## config.mk

```make
export PLATFORM = sky130hd
export DESIGN_NAME = p3_ctrl_sequencer
export DESIGN_NICKNAME = d
export VERILOG_FILES = /design/src/rtl/p3_pkg.sv /design/src/rtl/p3_lifo.sv /design/src/rtl/p3_ctrl_sequencer.sv
export SDC_FILE = /design/constraint.sdc
export NUM_CORES = 1
export LEC_CHECK = 0
export ABC_CLOCK_PERIOD_IN_PS = 2000
export CAP_MARGIN = 20
export CORE_ASPECT_RATIO = 1.75
export CORE_MARGIN = 2
export CORE_UTILIZATION = 43
export DETAILED_ROUTE_END_ITERATION = 10
export PLACE_DENSITY = 0.78
export SYNTH_ARGS = -nofsm -noshare
export SYNTH_HDL_FRONTEND = slang
export SYNTH_SLANG_ARGS = --single-unit
```

## constraint.sdc

```tcl
create_clock -name clk_in -period 2 [get_ports clk_in]
set_input_delay 0.3 -clock clk_in [delete_from_list [all_inputs] [get_ports clk_in]]
set_output_delay 0.3 -clock clk_in [all_outputs]
set_load 0.005 [all_outputs]
```

## src/rtl/p3_pkg.sv

```systemverilog
// Shared types for the 3-wire permutation sequencer.
// Optional macro P3_SEQ_PARITY_EN widens each LIFO entry to {ctrl, ~ctrl}.
package p3_pkg;

    typedef enum logic {P3_FWD, P3_BWD} p3_phase_e;

    typedef logic [2:0] p3_tri_t;

    typedef struct packed {
        logic    ctrl;
        p3_tri_t data;
    } p3_beat_t;

`ifdef P3_SEQ_PARITY_EN
    localparam int P3_ENTRY_W = 2;
`else
    localparam int P3_ENTRY_W = 1;
`endif

    // Build a LIFO entry from a control bit; ctrl always sits in the MSB.
    function automatic logic [P3_ENTRY_W-1:0] p3_encode(input logic c);
`ifdef P3_SEQ_PARITY_EN
        return {c, ~c};
`else
        return c;
`endif
    endfunction

endpackage

```

## src/rtl/p3_lifo.sv

```systemverilog
// Small LIFO holding the forward control history of one batch.
// Push and pop are never requested in the same cycle by the owner.
module p3_lifo #(
    parameter int DEPTH = 8,
    parameter int WIDTH = 1,
    localparam int CNT_W = $clog2(DEPTH + 1),
    localparam int AW    = $clog2(DEPTH)
) (
    input  logic             clk,
    input  logic             rst,
    input  logic             push,
    input  logic             pop,
    input  logic [WIDTH-1:0] din,
    output logic [WIDTH-1:0] top,
    output logic [CNT_W-1:0] count
);

    localparam logic [CNT_W-1:0] ONE = CNT_W'(1);

    logic [WIDTH-1:0] mem [DEPTH];
    logic [AW-1:0]    wr_idx;
    logic [AW-1:0]    rd_idx;

    assign wr_idx = count[AW-1:0];
    assign rd_idx = AW'(count - ONE);
    assign top    = mem[rd_idx];

    // Entry storage; contents are simply abandoned on reset.
    always_ff @(posedge clk) begin
        if (push) begin
            mem[wr_idx] <= din;
        end
    end

    // Occupancy counter.
    always_ff @(posedge clk or posedge rst) begin
        if (rst) begin
            count <= '0;
        end else if (push) begin
            count <= count + ONE;
        end else if (pop) begin
            count <= count - ONE;
        end
    end

endmodule

```

## src/rtl/p3_ctrl_sequencer.sv

```systemverilog
// Forward/backward beat sequencer feeding the controlled-permutation stage.
// Define P3_SEQ_PARITY_EN to store ~ctrl per entry and flag corrupt pops on err_out.
module p3_ctrl_sequencer
    import p3_pkg::*;
#(
    parameter int DEPTH = 8,
    localparam int CNT_W = $clog2(DEPTH + 1)
) (
    input  logic             clk_in,
    input  logic             rst_in,
    input  logic             fwd_valid_in,
    output logic             fwd_ready_out,
    input  logic             fwd_ctrl_in,
    input  logic [2:0]       fwd_data_in,
    input  logic             bwd_start_in,
    input  logic             bwd_valid_in,
    output logic             bwd_ready_out,
    input  logic [2:0]       bwd_data_in,
    output logic             ctrl_out,
    output logic [2:0]       fdata_out,
    output logic [2:0]       bdata_out,
    output logic             fwd_out_valid,
    output logic             bwd_out_valid,
    output logic             bwd_done_out,
    output logic [CNT_W-1:0] count_out,
    output logic             err_out
);

    localparam logic [CNT_W-1:0] FULL = CNT_W'(DEPTH);
    localparam logic [CNT_W-1:0] ONE  = CNT_W'(1);

    p3_phase_e             state;
    p3_phase_e             state_nxt;
    p3_beat_t              fin;
    logic                  fwd_acc;
    logic                  bwd_acc;
    logic                  done_nxt;
    logic [P3_ENTRY_W-1:0] top;
    logic [CNT_W-1:0]      count;

    assign fin       = '{ctrl: fwd_ctrl_in, data: fwd_data_in};
    assign count_out = count;

    p3_lifo #(
        .DEPTH (DEPTH),
        .WIDTH (P3_ENTRY_W)
    ) u_lifo (
        .clk   (clk_in),
        .rst   (rst_in),
        .push  (fwd_acc),
        .pop   (bwd_acc),
        .din   (p3_encode(fin.ctrl)),
        .top   (top),
        .count (count)
    );

    // Phase register.
    always_ff @(posedge clk_in or posedge rst_in) begin
        if (rst_in) begin
            state <= P3_FWD;
        end else begin
            state <= state_nxt;
        end
    end

    // Handshakes and phase transitions; a same-cycle push counts toward leaving FWD.
    always_comb begin
        state_nxt     = state;
        fwd_ready_out = 1'b0;
        bwd_ready_out = 1'b0;
        fwd_acc       = 1'b0;
        bwd_acc       = 1'b0;
        done_nxt      = 1'b0;
        unique case (state)
            P3_FWD: begin
                fwd_ready_out = (count != FULL);
                fwd_acc       = fwd_valid_in & fwd_ready_out;
                if (bwd_start_in) begin
                    if ((count != '0) || fwd_acc) begin
                        state_nxt = P3_BWD;
                    end else begin
                        done_nxt = 1'b1;
                    end
                end
            end
            P3_BWD: begin
                bwd_ready_out = (count != '0);
                bwd_acc       = bwd_valid_in & bwd_ready_out;
                if (bwd_acc && (count == ONE)) begin
                    state_nxt = P3_FWD;
                    done_nxt  = 1'b1;
                end
            end
            default: ;
        endcase
    end

    // Output registers: data holds between pulses, valids are single-cycle.
    always_ff @(posedge clk_in or posedge rst_in) begin
        if (rst_in) begin
            ctrl_out      <= 1'b0;
            fdata_out     <= '0;
            bdata_out     <= '0;
            fwd_out_valid <= 1'b0;
            bwd_out_valid <= 1'b0;
            bwd_done_out  <= 1'b0;
        end else begin
            fwd_out_valid <= fwd_acc;
            bwd_out_valid <= bwd_acc;
            bwd_done_out  <= done_nxt;
            if (fwd_acc) begin
                ctrl_out  <= fin.ctrl;
                fdata_out <= fin.data;
            end else if (bwd_acc) begin
                ctrl_out  <= top[P3_ENTRY_W-1];
                bdata_out <= bwd_data_in;
            end
        end
    end

`ifdef P3_SEQ_PARITY_EN
    logic err_q;

    // Sticky flag: a popped entry whose two copies agree was corrupted.
    always_ff @(posedge clk_in or posedge rst_in) begin
        if (rst_in) begin
            err_q <= 1'b0;
        end else if (bwd_acc && (top[1] == top[0])) begin
            err_q <= 1'b1;
        end
    end

    assign err_out = err_q;
`else
    assign err_out = 1'b0;
`endif

endmodule

```

-- Word-level counts from Yosys, hierarchy flattened
Memories as Yosys holds them, arrays and structs flattened.
Index checks and enable logic that the tools add are counted.
- register bits: 15
- bits in writable memories: 8
- memories kept: 1
- $add $sub $neg: 2
- eq/ne operators: 2
- mux-type cells: 18
- bitwise logic cells: 4
- reduce and logical (&&, ||, !) cells: 5
- memory list (name ; words ; width ; rd ports ; clocked after Yosys merged registers in ; wr ports ; RTL line ; text):
    u_lifo.mem ; 8 ; 1 ; 1 ; 0 ; 1 ; p3_lifo.sv:20 ; logic [WIDTH-1:0] mem [DEPTH];
- operator list (cell ; count):
    $mux W1 ; 14
    $mux W4 ; 2
    $add A4 B1 Y4 const B ; 1
    $eq A4 B1 Y1 const B ; 1
    $ne A4 B4 Y1 const B ; 1
    $pmux W1 S2 ; 2
    $reduce_bool A4 Y1 ; 1
    $sub A4 B1 Y4 const B ; 1
    $and A1 B1 Y1 ; 2
    $not A1 Y1 ; 2
    $reduce_and A2 Y1 ; 1
    $reduce_bool A2 Y1 ; 1
    $logic_and A1 B1 Y1 ; 1
    $logic_or A1 B1 Y1 ; 1

-- Longest topological paths before layout
Gate-level depths: netlist (run 1).
- word-level depth: 6
- mapped depth: 8

-- Cells and area by module
A second synthesis (run 1) with hierarchy kept.
- cells, all modules: 91
- area, all modules: 1142.3 um2
- modules (own cells, without submodules) (module ; instances ; cells each ; area an instance (um2) ; seq. area each (um2)):
    p3_lifo ; 1 ; 50 ; 600.6 ; 340.3
    p3_ctrl_sequencer ; 1 ; 41 ; 541.8 ; 275.3

-- Worst setup path after synthesis (run 1)
No wires, ideal clock.
- path kind: flip-flop to flip-flop
- start point: reg u_lifo.count[0]
- end point: mem u_lifo.mem[2] (enable)
- arrival time: 1.700 ns
- path slack: -0.012 ns
- cell stages (with the launch flop): 9
- path buffers: 1
- period minus slack after synthesis: 2.012 ns
- path through: dfrtp_1 > clkbuf_1 > inv_1 > ha_1 > nand3b_1 > nand2_2 > clkinv_1 > nand2_1 > nor3_1
- cells in the longest elaborated chain, start to end: 5
- RTL lines (element ; RTL line ; text):
    start, declared ; p3_lifo.sv:15 ; output logic [CNT_W-1:0] count
    start signal, assigned ; p3_lifo.sv:40 ; count <= count + ONE;
    start signal, assigned ; p3_lifo.sv:42 ; count <= count - ONE;
    $ne A4 B4 Y1 ; p3_ctrl_sequencer.sv:76 ; fwd_ready_out = (count != FULL);
    $and A1 B1 Y1 ; p3_ctrl_sequencer.sv:77 ; fwd_acc = fwd_valid_in & fwd_ready_out;
    $mux W1 ; p3_ctrl_sequencer.sv:74 ; unique case (state)
    named net fwd_acc ; p3_ctrl_sequencer.sv:35 ; logic fwd_acc;
    $mux W1 ; p3_lifo.sv:30 ; if (push) begin
    $mux W1 (not written as such) ; p3_lifo.sv:31 ; mem[wr_idx] <= din;
    end, declared ; p3_lifo.sv:20 ;
The timed path passes the listed nets, and every way through them passes these cells.

-- Worst setup path after layout (run 1)
- start point: reg u_lifo.count[1]
- end point: out bwd_ready_out
- cells in the longest elaborated chain, start to end: 2
- RTL lines (element ; RTL line ; text):
    $reduce_bool A4 Y1 ; p3_ctrl_sequencer.sv:87 ; bwd_ready_out = (count != '0);
    $mux W1 ; p3_ctrl_sequencer.sv:74 ;
    end, declared ; p3_ctrl_sequencer.sv:17 ; output logic bwd_ready_out,
Every way passes these cells.

==> metrics.yaml, run 1 <==
cells_and_area:
  final_cells: 170
  fin_util: 0.629
  drive_gt1_frac: 0.215
  final_area_sq_mm: 0.00155
  nNetsFinal: 160
  antenna_cells: 0
  syn2layout_area_growth_pct: 39.0
critical_path:
  crit_fanout: 3
  crit_buf_inv: 2
  crit_type: "reg -> out"
  crit_chain: "inv_2, ha_2, or3b_4, and2_2, clkbuf_2"
  crit_arrival_ns: 1.61
  cp_top_family: "simple AND/OR/NAND/NOR gates"
  cp.required_ns: 1.70
  critPathLaunchType: "flop"
  rr_startpoint: "u_lifo.count[1]$_DFFE_PP0P_"
  max_stage_delay_ns: 0.40
  critPathLaunch: "u_lifo.count[1]$_DFFE_PP0P_"
  end_kind: "primary output"
  cpMaxStageDelayCell: "dfrtp_1"
timing:
  maxSlewViolCount: 0
  hold_viol: 0
  rsz0062_at_grt: "no"
  fin_skew_ns: 0.00754
  hold_ws_ns: 0.390
  finalCritPeriodShare: 0.955
  worst_pin_slew_ns: 0.578
  setup_violations: 0
  period_minus_slack_ns: 1.91
  slew_headroom: 0.615
  fin_setup_tns_ns: 0
  fmax_ghz: 0.523
global_route:
  grt_max_degree: 16
  grt_pass1_wl_mm: 4.20
  overflow: 0
  grtUsageTotal: 0.186
  antenna_found_initial: 0
  grt_pass1_vias: 925
pwr:
  p_seq_frac: 0.606
  p_sw_frac: 0.197
  p_switching_w: 0.000158
  leakage_nw: 0.680
  clkPwrFrac: 0.353
  p_int_w: 0.000646
  combPwrFrac: 0.041
  cellPowerDensity_mw_per_mm2: 519
  ir_drop_uv: 422
yosys:
  synthTopCellsByArea: "dfrtp_1 34%, edfxtp_1 22%, nand2_1 7.1%"
  synth.yosys.seq_area_share: 0.553
  synth_area_leader_cell: "dfrtp_1"
  syn-cell-area_sq_mm: 0.00111
  async_flop_share: 0.652
  syn_nets: 118
  synth-simple-area-share: 0.211
  synthFlopType: "dfrtp_1"
  yosysTopAreaCellShare: 0.337
  synth_edf_count: 8
  synth_cells: 103
  synth_seq_cells: 23
  yosysWarnings: 0
  synth_compound_area_frac: 0.0809
  synth_area_per_cell_sq_um: 10.8
  synth_mux_area_frac: 0.0371
  synth_fa_ha_area_frac: 0.0337
  synth_xor_area_frac: 0.0315
  synth_top_family_by_area: "simple AND/OR/NAND/NOR gates"
  synth_cell_types: 37
min_path:
  hp-class: "in -> async"
detailed_routing:
  drc: 0
  first_pass_iters: 4
  vias: 915
  routed_wl_mm: 2.68
  drtIter0Drc: 27
  ant_nets: 0
  vias_per_cell: 5.38
  wl_per_cell_um: 15.8
die:
  coreArea_sq_mm: 0.00246
  ios: 29
  die_width_um: 42.5
  start_util: 0.452
  die_h_um: 71.3
  num_rows: 24
  die_area_sq_mm: 0.00303
clocking:
  clockBufferDepth: 2
  cts_tree: "built"
  h-tree-depth: 1
  cts_buffers: 3
  cts.sinks: 23
  cts_hold_buf: 0
  clk_latency_ns: 0.27
  clk_pin_slew_worst_paths_ns: 0.08
  cts-root-buf: "clkbuf_8"
place:
  place_hpwl_mm: 1.87
  io_buffers: 27
  dp.cells: 161
  place_area_sq_mm: 0.00147
  gp_congestion: 0.743
outcome:
  status: "completed"
run:
  maxCapViolations: 0
[cells in the mapped netlist (2+ instances only)]
master	count
xnor2_1	3
nand3b_1	2
nand3_1	4
nor4_1	2
and4_1	3
nor3_1	4
ha_1	3
dfrtp_1	15
inv_1	5
nor2_1	2
clkbuf_1	3
nand2_1	21
o21ai_0	3
edfxtp_1	8
mux2i_1	3
[layout by cell type (no fill, tap or decap), types with 2 or more instances in the layout]
cell type,synthesis,routed
nor4_1,2,2
edfxtp_1,8,8
and4_1,3,3
nor2_1,2,2
nand2_1,21,21
inv_2,0,2
clkdlybuf4s50_1,0,25
mux2i_1,3,3
dfrtp_1,15,15
o21ai_0,3,3
buf_4,1,15
ha_1,3,2
xnor2_1,3,3
clkbuf_8,0,3
nor3_1,4,4
nand3_1,4,4
nand3b_1,2,2
inv_1,5,3
[state kept, by name, summed over array words and instances (netlist names)]
| signal | flops |
|---|---|
| u_lifo.mem | 8 |
| bwd_out_valid | 1 |
| fdata_out | 3 |
| bdata_out | 3 |
| u_lifo.count | 4 |
| state | 1 |
| bwd_done_out | 1 |
| fwd_out_valid | 1 |
| ctrl_out | 1 |
[final cells by class]
type / count / area, sq um
Fill cell: 215 / 915
Inverter: 7 / 31.3
Tap cell: 26 / 32.5
Multi-Input combinational cell: 68 / 445
Timing Repair Buffer: 42 / 377
Clock inverter: 1 / 5.00
Sequential cell: 23 / 616
Clock buffer: 3 / 41.3
[repair_timing]
item / in CTS / in global routing
buffers inserted: 1 / 4
endpoints found under the setup margin: 2 / 1
pin swaps: 0 / 0
resized for setup: 3 / 4
[layer usage]
layer	wire length (um)	part of all wire	GRT usage
met1	990	0.37	0.221
met2	1510	0.56	0.328
met3	91	0.034	0.0151
met4	85	0.032	0.0972
met5	0	0	0
[power groups by stage]
stage	clock network [W]	registers (W)	logic, W
final	0.000283	0.000487	0.0000332
after global routing	0.000316	0.000487	0.0000363
after CTS	0.000292	0.000487	0.0000335
after detailed placement	0	0.000497	0.0000331
after global placement	0	0.000497	0.0000323
after floorplan	0	0.000497	0.00000768
[worst paths after layout]
| kind | end | slack [ns] | cells past startpoint |
|---|---|---|---|
| min in group clk_in | bdata_out[0]$_DFFE_PP0P_ | 0.48 | 2 |
| worst min register to register | bdata_out[0]$_DFFE_PP0P_ | 0.48 | 2 |
| worst max-delay path | bwd_ready_out | 0.09 | 5 |
| worst max register to register | ctrl_out$_DFFE_PP0P_ | 0.12 | 9 |
| worst min-delay path | u_lifo.count[1]$_DFFE_PP0P_ | 0.39 | 2 |
| max in group asynchronous | state$_DFF_PP0_ | 1.23 | 2 |
[kinds of logic (layout without fill, tap and decap cells)]
family	count (synthesis)	in the layout
AND/OR/NAND/NOR	44	44
adder cells (fa/ha/maj)	3	3
buffers and inverters	12	53
AO/OA/AOI/OAI	12	12
flip-flops	23	23
XOR/XNOR	4	4
multiplexers	4	4
other	1	1
[per-stage QoR]
stage	setup WS, ns	power, W
6_report	0.0890	0.000804
5_1_grt	0.0124	0.000840
4_1_cts	-0.0678	0.000813
3_5_place_dp	0.0425	0.000530
3_3_place_gp	0.0971	0.000529
2_1_floorplan	0.0518	0.000505
No activity file was read; power rests on OpenSTA's default activity.
==> run 2, diff against run 1 <==
Settings changed: GPL_TIMING_DRIVEN set to 0.
==> run 2 against run 1 <==
Final cell count fell by 2.4%. Wire length fell by 3.7%. Setup slack got worse by 0.033 ns. Count of clock-buffer cells in the layout did not move. Via count rose by 0.11%. Critical endpoint is now fwd_ready_out. Highest routed layer unchanged. Utilization fell by 0.81 points. Non-clock buffer count fell by 4. Largest power group unchanged.
==> metrics.yaml, run 2 (synthesis results as in run 1) <==
outcome:
  status: "completed"
global_route:
  antenna_found_initial: 0
  grt_max_degree: 16
  grt_pass1_vias: 909
  overflow: 0
  grtUsageTotal: 0.187
  grt_pass1_wl_mm: 4.22
critical_path:
  regToRegSetupSlack_ns: 0.16
  cp.required_ns: 1.70
  end_kind: "primary output"
  crit_buf_inv: 2
  crit_fanout: 4
  cp_top_family: "buffers and inverters"
  critPathLaunchType: "flop"
  crit_type: "reg -> out"
  crit_chain: "inv_2, ha_4, nand3b_1, and2_1, clkdlybuf4s50_1"
  crit_arrival_ns: 1.64
  cpMaxStageDelayCell: "clkdlybuf4s50_1"
  max_stage_delay_ns: 0.43
clocking:
  cts.sinks: 23
  cts_buffers: 3
  clockBufferDepth: 2
  clk_latency_ns: 0.27
  cts-root-buf: "clkbuf_8"
  cts_hold_buf: 0
  cts_tree: "built"
  h-tree-depth: 1
  clk_pin_slew_worst_paths_ns: 0.08
detailed_routing:
  wl_per_cell_um: 15.5
  routed_wl_mm: 2.58
  first_pass_iters: 4
  vias_per_cell: 5.52
  ant_nets: 0
  drtIter0Drc: 27
  vias: 916
  drc: 0
cells_and_area:
  nNetsFinal: 156
  antenna_cells: 0
  layout_commonest_cell: "clkdlybuf4s50_1"
  fillerInstances: 206
  fin_util: 0.620
  largest_register_ffs: 8
  largest_register: "u_lifo.mem"
  syn2layout_area_growth_pct: 37.2
  top_regs: "u_lifo.mem x8, u_lifo.count x4"
  drive_gt1_frac: 0.200
  layout_common_cells: "26 x clkdlybuf4s50_1, 21 x nand2_1, 13 x dfrtp_1"
timing:
  worst_pin_slew_ns: 0.604
  setup_slack_ns: 0.0561
  fin_skew_ns: 0.00473
  period_minus_slack_ns: 1.94
  maxSlewViolCount: 0
  rsz0062_at_grt: "no"
  slew_headroom: 0.597
  finalCritPeriodShare: 0.972
  hold_viol: 0
  setup_violations: 0
  fmax_ghz: 0.514
die:
  coreArea_sq_mm: 0.00246
  num_rows: 24
  die_width_um: 42.5
  die_h_um: 71.3
  start_util: 0.452
  die_area_sq_mm: 0.00303
  ios: 29
place:
  gp_congestion: 0.804
  place_ws_ns: -0.431
  place_hpwl_mm: 1.80
  io_buffers: 27
pwr:
  ir_drop_uv: 364
  cellPowerDensity_mw_per_mm2: 532
  leakage_nw: 0.651
min_path:
  hp-class: "in -> async"
run:
  maxCapViolations: 0
==> run 2: changes by cell type in the layout (fill, tap and decap cells not counted), sizes merged <==
| cell | previous run | this run |
|---|---|---|
| clkdlybuf4s50 | 25 | 26 |
| buf | 15 | 10 |
| clkbuf | 4 | 5 |
| dlygate4sd2 | 1 | 0 |
==> run 2: timing repair <==
action / CTS / global route
pin swaps: 1 / 0
setup buffers: 7 / 1
setup endpoints to repair: 17 / 2
gates resized for setup: 9 / 1
gates cloned: 0 / 0
==> run 2: worst paths after layout <==
check                                            start                     endpoint  depth (start not counted)
max                        u_lifo.count[1]$_DFFE_PP0P_                fwd_ready_out                          5
min                                             rst_in     fdata_out[2]$_DFFE_PP0P_                          2
max reg2reg                u_lifo.count[1]$_DFFE_PP0P_         ctrl_out$_DFFE_PP0P_                          8
min reg2reg                   bdata_out[2]$_DFFE_PP0P_     bdata_out[2]$_DFFE_PP0P_                          2
max in group asynchronous                       rst_in  u_lifo.count[1]$_DFFE_PP0P_                          2
min in group clk_in           bdata_out[2]$_DFFE_PP0P_     bdata_out[2]$_DFFE_PP0P_                          2
==> run 2: power by group <==
group	internal, W	total, W	leakage [nW]	switching (W)
clock	0.000140	0.000291	0.0255	0.000151
combinational	0.0000209	0.0000344	0.352	0.0000135
sequential	0.000487	0.000487	0.273	0
total	0.000647	0.000812	0.651	0.000165
==> run 2: through the flow <==
stage,TNS (ns),total power [W],cell area [sq um],instances,hold slack [ns]
6_report,0,0.000812,1530,166,0.393
5_1_grt,0,0.000842,1530,166,0.472
4_1_cts,0,0.000815,1530,165,0.415
3_5_place_dp,-1.89,0.000531,1420,156,0.470
3_3_place_gp,-1.41,0.000531,1420,156,0.463
2_1_floorplan,0,0.000505,1110,103,0.201
==> run 2: metal layers <==
| layer | global-route usage | part of all wire | vias up |
|---|---|---|---|
| li1 | - | - | 428 |
| met1 | 0.218 | 0.39 | 461 |
| met2 | 0.316 | 0.56 | 22 |
| met3 | 0.0327 | 0.030 | 5 |
| met4 | 0.108 | 0.022 | 0 |
| met5 | 0 | 0 | - |
==> run 2: layout make-up <==
| type | count | area [sq um] | area share |
|---|---|---|---|
| Tap cell | 26 | 32.5 | 0.0213 |
| Buffer | 3 | 16.3 | 0.0106 |
| Sequential cell | 23 | 618 | 0.405 |
| Clock inverter | 1 | 5.00 | 0.00328 |
| Inverter | 7 | 33.8 | 0.0221 |
| Timing Repair Buffer | 35 | 325 | 0.213 |
| Clock buffer | 3 | 41.3 | 0.0270 |
| Multi-Input combinational cell | 68 | 455 | 0.298 |
==> run 3, diff against run 2 <==
Settings changed: ABC_CLOCK_PERIOD_IN_PS 2000 to 2100, CORE_MARGIN 2 to 1.5, CORE_UTILIZATION 43 to 47, PLACE_DENSITY 0.78 to 0.81.
Clock period 2 ns to 2.1 ns, I/O delays scaled along.
==> run 3 against run 2 <==
Design area rose by 0.16%. Clock skew fell by 0.0033 ns. Setup slack got worse by 0.0040 ns. Via count fell by 4.3%. Utilization rose by 5.3 points. Critical path type unchanged. Critical endpoint is now bwd_ready_out.
==> metrics.yaml, run 3 (synthesis results as in run 1) <==
outcome:
  status: "completed"
die:
  start_util: 0.490
  coreArea_sq_mm: 0.00227
  die_h_um: 67.4
  ios: 29
  die_width_um: 39.8
  num_rows: 23
  die_area_sq_mm: 0.00268
critical_path:
  critPathLaunchType: "flop"
  crit_type: "reg -> out"
  crit_fanout: 3
  crit_arrival_ns: 1.73
  cpMaxStageDelayCell: "dfrtp_2"
  end_kind: "primary output"
  cp.required_ns: 1.78
  crit_chain: "inv_2, ha_4, or3b_4, and2_2, dlygate4sd2_1"
  max_stage_delay_ns: 0.42
global_route:
  overflow: 0
  grtUsageTotal: 0.214
  grt_max_degree: 16
  grt_pass1_wl_mm: 3.87
  antenna_found_initial: 0
  grt_pass1_vias: 874
pwr:
  ir_drop_uv: 438
  cellPowerDensity_mw_per_mm2: 500
  leakage_nw: 0.656
  totalPowerFinal_w: 0.000764
cells_and_area:
  multi_input_area_sq_um: 455
  antenna_cells: 0
  top_regs: "u_lifo.mem x8, u_lifo.count x4"
  layout_commonest_cell: "clkdlybuf4s50_1"
  drive_gt1_frac: 0.193
  largest_register_ffs: 8
  nNetsFinal: 156
  largest_register: "u_lifo.mem"
  syn2layout_area_growth_pct: 37.4
  final_cells: 165
  fillerInstances: 178
  regArea_sq_um: 618
  fin_util: 0.673
  layout_common_cells: "26 x clkdlybuf4s50_1, 21 x nand2_1, 13 x dfrtp_1"
  final_area_sq_mm: 0.00153
timing:
  finalCritPeriodShare: 0.975
  fmax_ghz: 0.488
  worst_pin_slew_ns: 0.553
  hold_viol: 0
  slew_headroom: 0.631
  period_minus_slack_ns: 2.05
  hold_ws_ns: 0.396
  rsz0062_at_grt: "no"
  setup_violations: 0
  maxSlewViolCount: 0
  fin_skew_ns: 0.00148
detailed_routing:
  vias: 877
  drc: 0
  drtIter0Drc: 42
  vias_per_cell: 5.32
  routed_wl_mm: 2.35
  first_pass_iters: 4
  wl_per_cell_um: 14.2
  ant_nets: 0
clocking:
  clockBufferDepth: 2
  clk_latency_ns: 0.27
  clk_pin_slew_worst_paths_ns: 0.08
  cts_tree: "built"
  cts_buffers: 3
  cts.sinks: 23
  cts-root-buf: "clkbuf_8"
  h-tree-depth: 1
place:
  place_area_sq_mm: 0.00142
  place_hpwl_mm: 1.68
  gp_congestion: 0.827
  io_buffers: 27
  dp.cells: 155
run:
  maxCapViolations: 0
min_path:
  hp-class: "in -> async"
==> run 3: cell types whose count changed in the layout (fill, tap and decap cells not counted) <==
cell / before / now
clkbuf_2: 1 / 0
dlygate4sd2_1: 0 / 1
==> run 3: timing repair <==
action,CTS,global route
resized for setup,8,0
pin swaps,0,1
setup endpoints to repair,15,2
hold buffers,0,0
buffers inserted,5,3
==> run 3: power breakdown <==
| part | switching, W | internal [W] |
|---|---|---|
| Combinational | 0.0000124 | 0.0000199 |
| Clock | 0.000136 | 0.000133 |
| Sequential | 0 | 0.000464 |
==> run 3: stage by stage <==
step	TNS (ns)	setup WS [ns]
6_report	0	0.0521
5_1_grt	0	0.0111
4_1_cts	0	0.0259
3_5_place_dp	-2.26	-0.418
3_3_place_gp	-1.73	-0.398
2_1_floorplan	0	0.0876
==> run 3: final timing paths <==
path                                        startpoint                           to  slack (ns)  depth (start not counted)
max                        u_lifo.count[1]$_DFFE_PP0P_                bwd_ready_out        0.05                          5
min                                             rst_in     bdata_out[1]$_DFFE_PP0P_        0.40                          2
max reg2reg                u_lifo.count[1]$_DFFE_PP0P_         ctrl_out$_DFFE_PP0P_        0.28                          8
min reg2reg                   bdata_out[1]$_DFFE_PP0P_     bdata_out[1]$_DFFE_PP0P_        0.48                          2
max in group asynchronous                       rst_in  u_lifo.count[0]$_DFFE_PP0P_        1.31                          2
min in group clk_in           bdata_out[1]$_DFFE_PP0P_     bdata_out[1]$_DFFE_PP0P_        0.48                          2
==> run 3: cell type report <==
class / count / share of cell area
Buffer: 3 / 0.0106
Clock buffer: 3 / 0.0270
Clock inverter: 1 / 0.00327
Inverter: 7 / 0.0221
Multi-Input combinational cell: 68 / 0.298
Sequential cell: 23 / 0.404
Tap cell: 25 / 0.0204
Timing Repair Buffer: 35 / 0.215
==> run 3: routing by layer <==
metal  GRT usage  part of all wire
met4       0.116             0.022
met2       0.367              0.56
met5           0                 0
met1       0.235              0.38
met3      0.0395             0.039
==> run 3: critical path: cells and delay by family, from the launching register on <==
kind / cells / cell delay [ns]
adder cells (fa/ha/maj): 1 / 0.14
AND/OR/NAND/NOR: 2 / 0.57
flip-flops: 1 / 0.42
buffers and inverters: 2 / 0.33
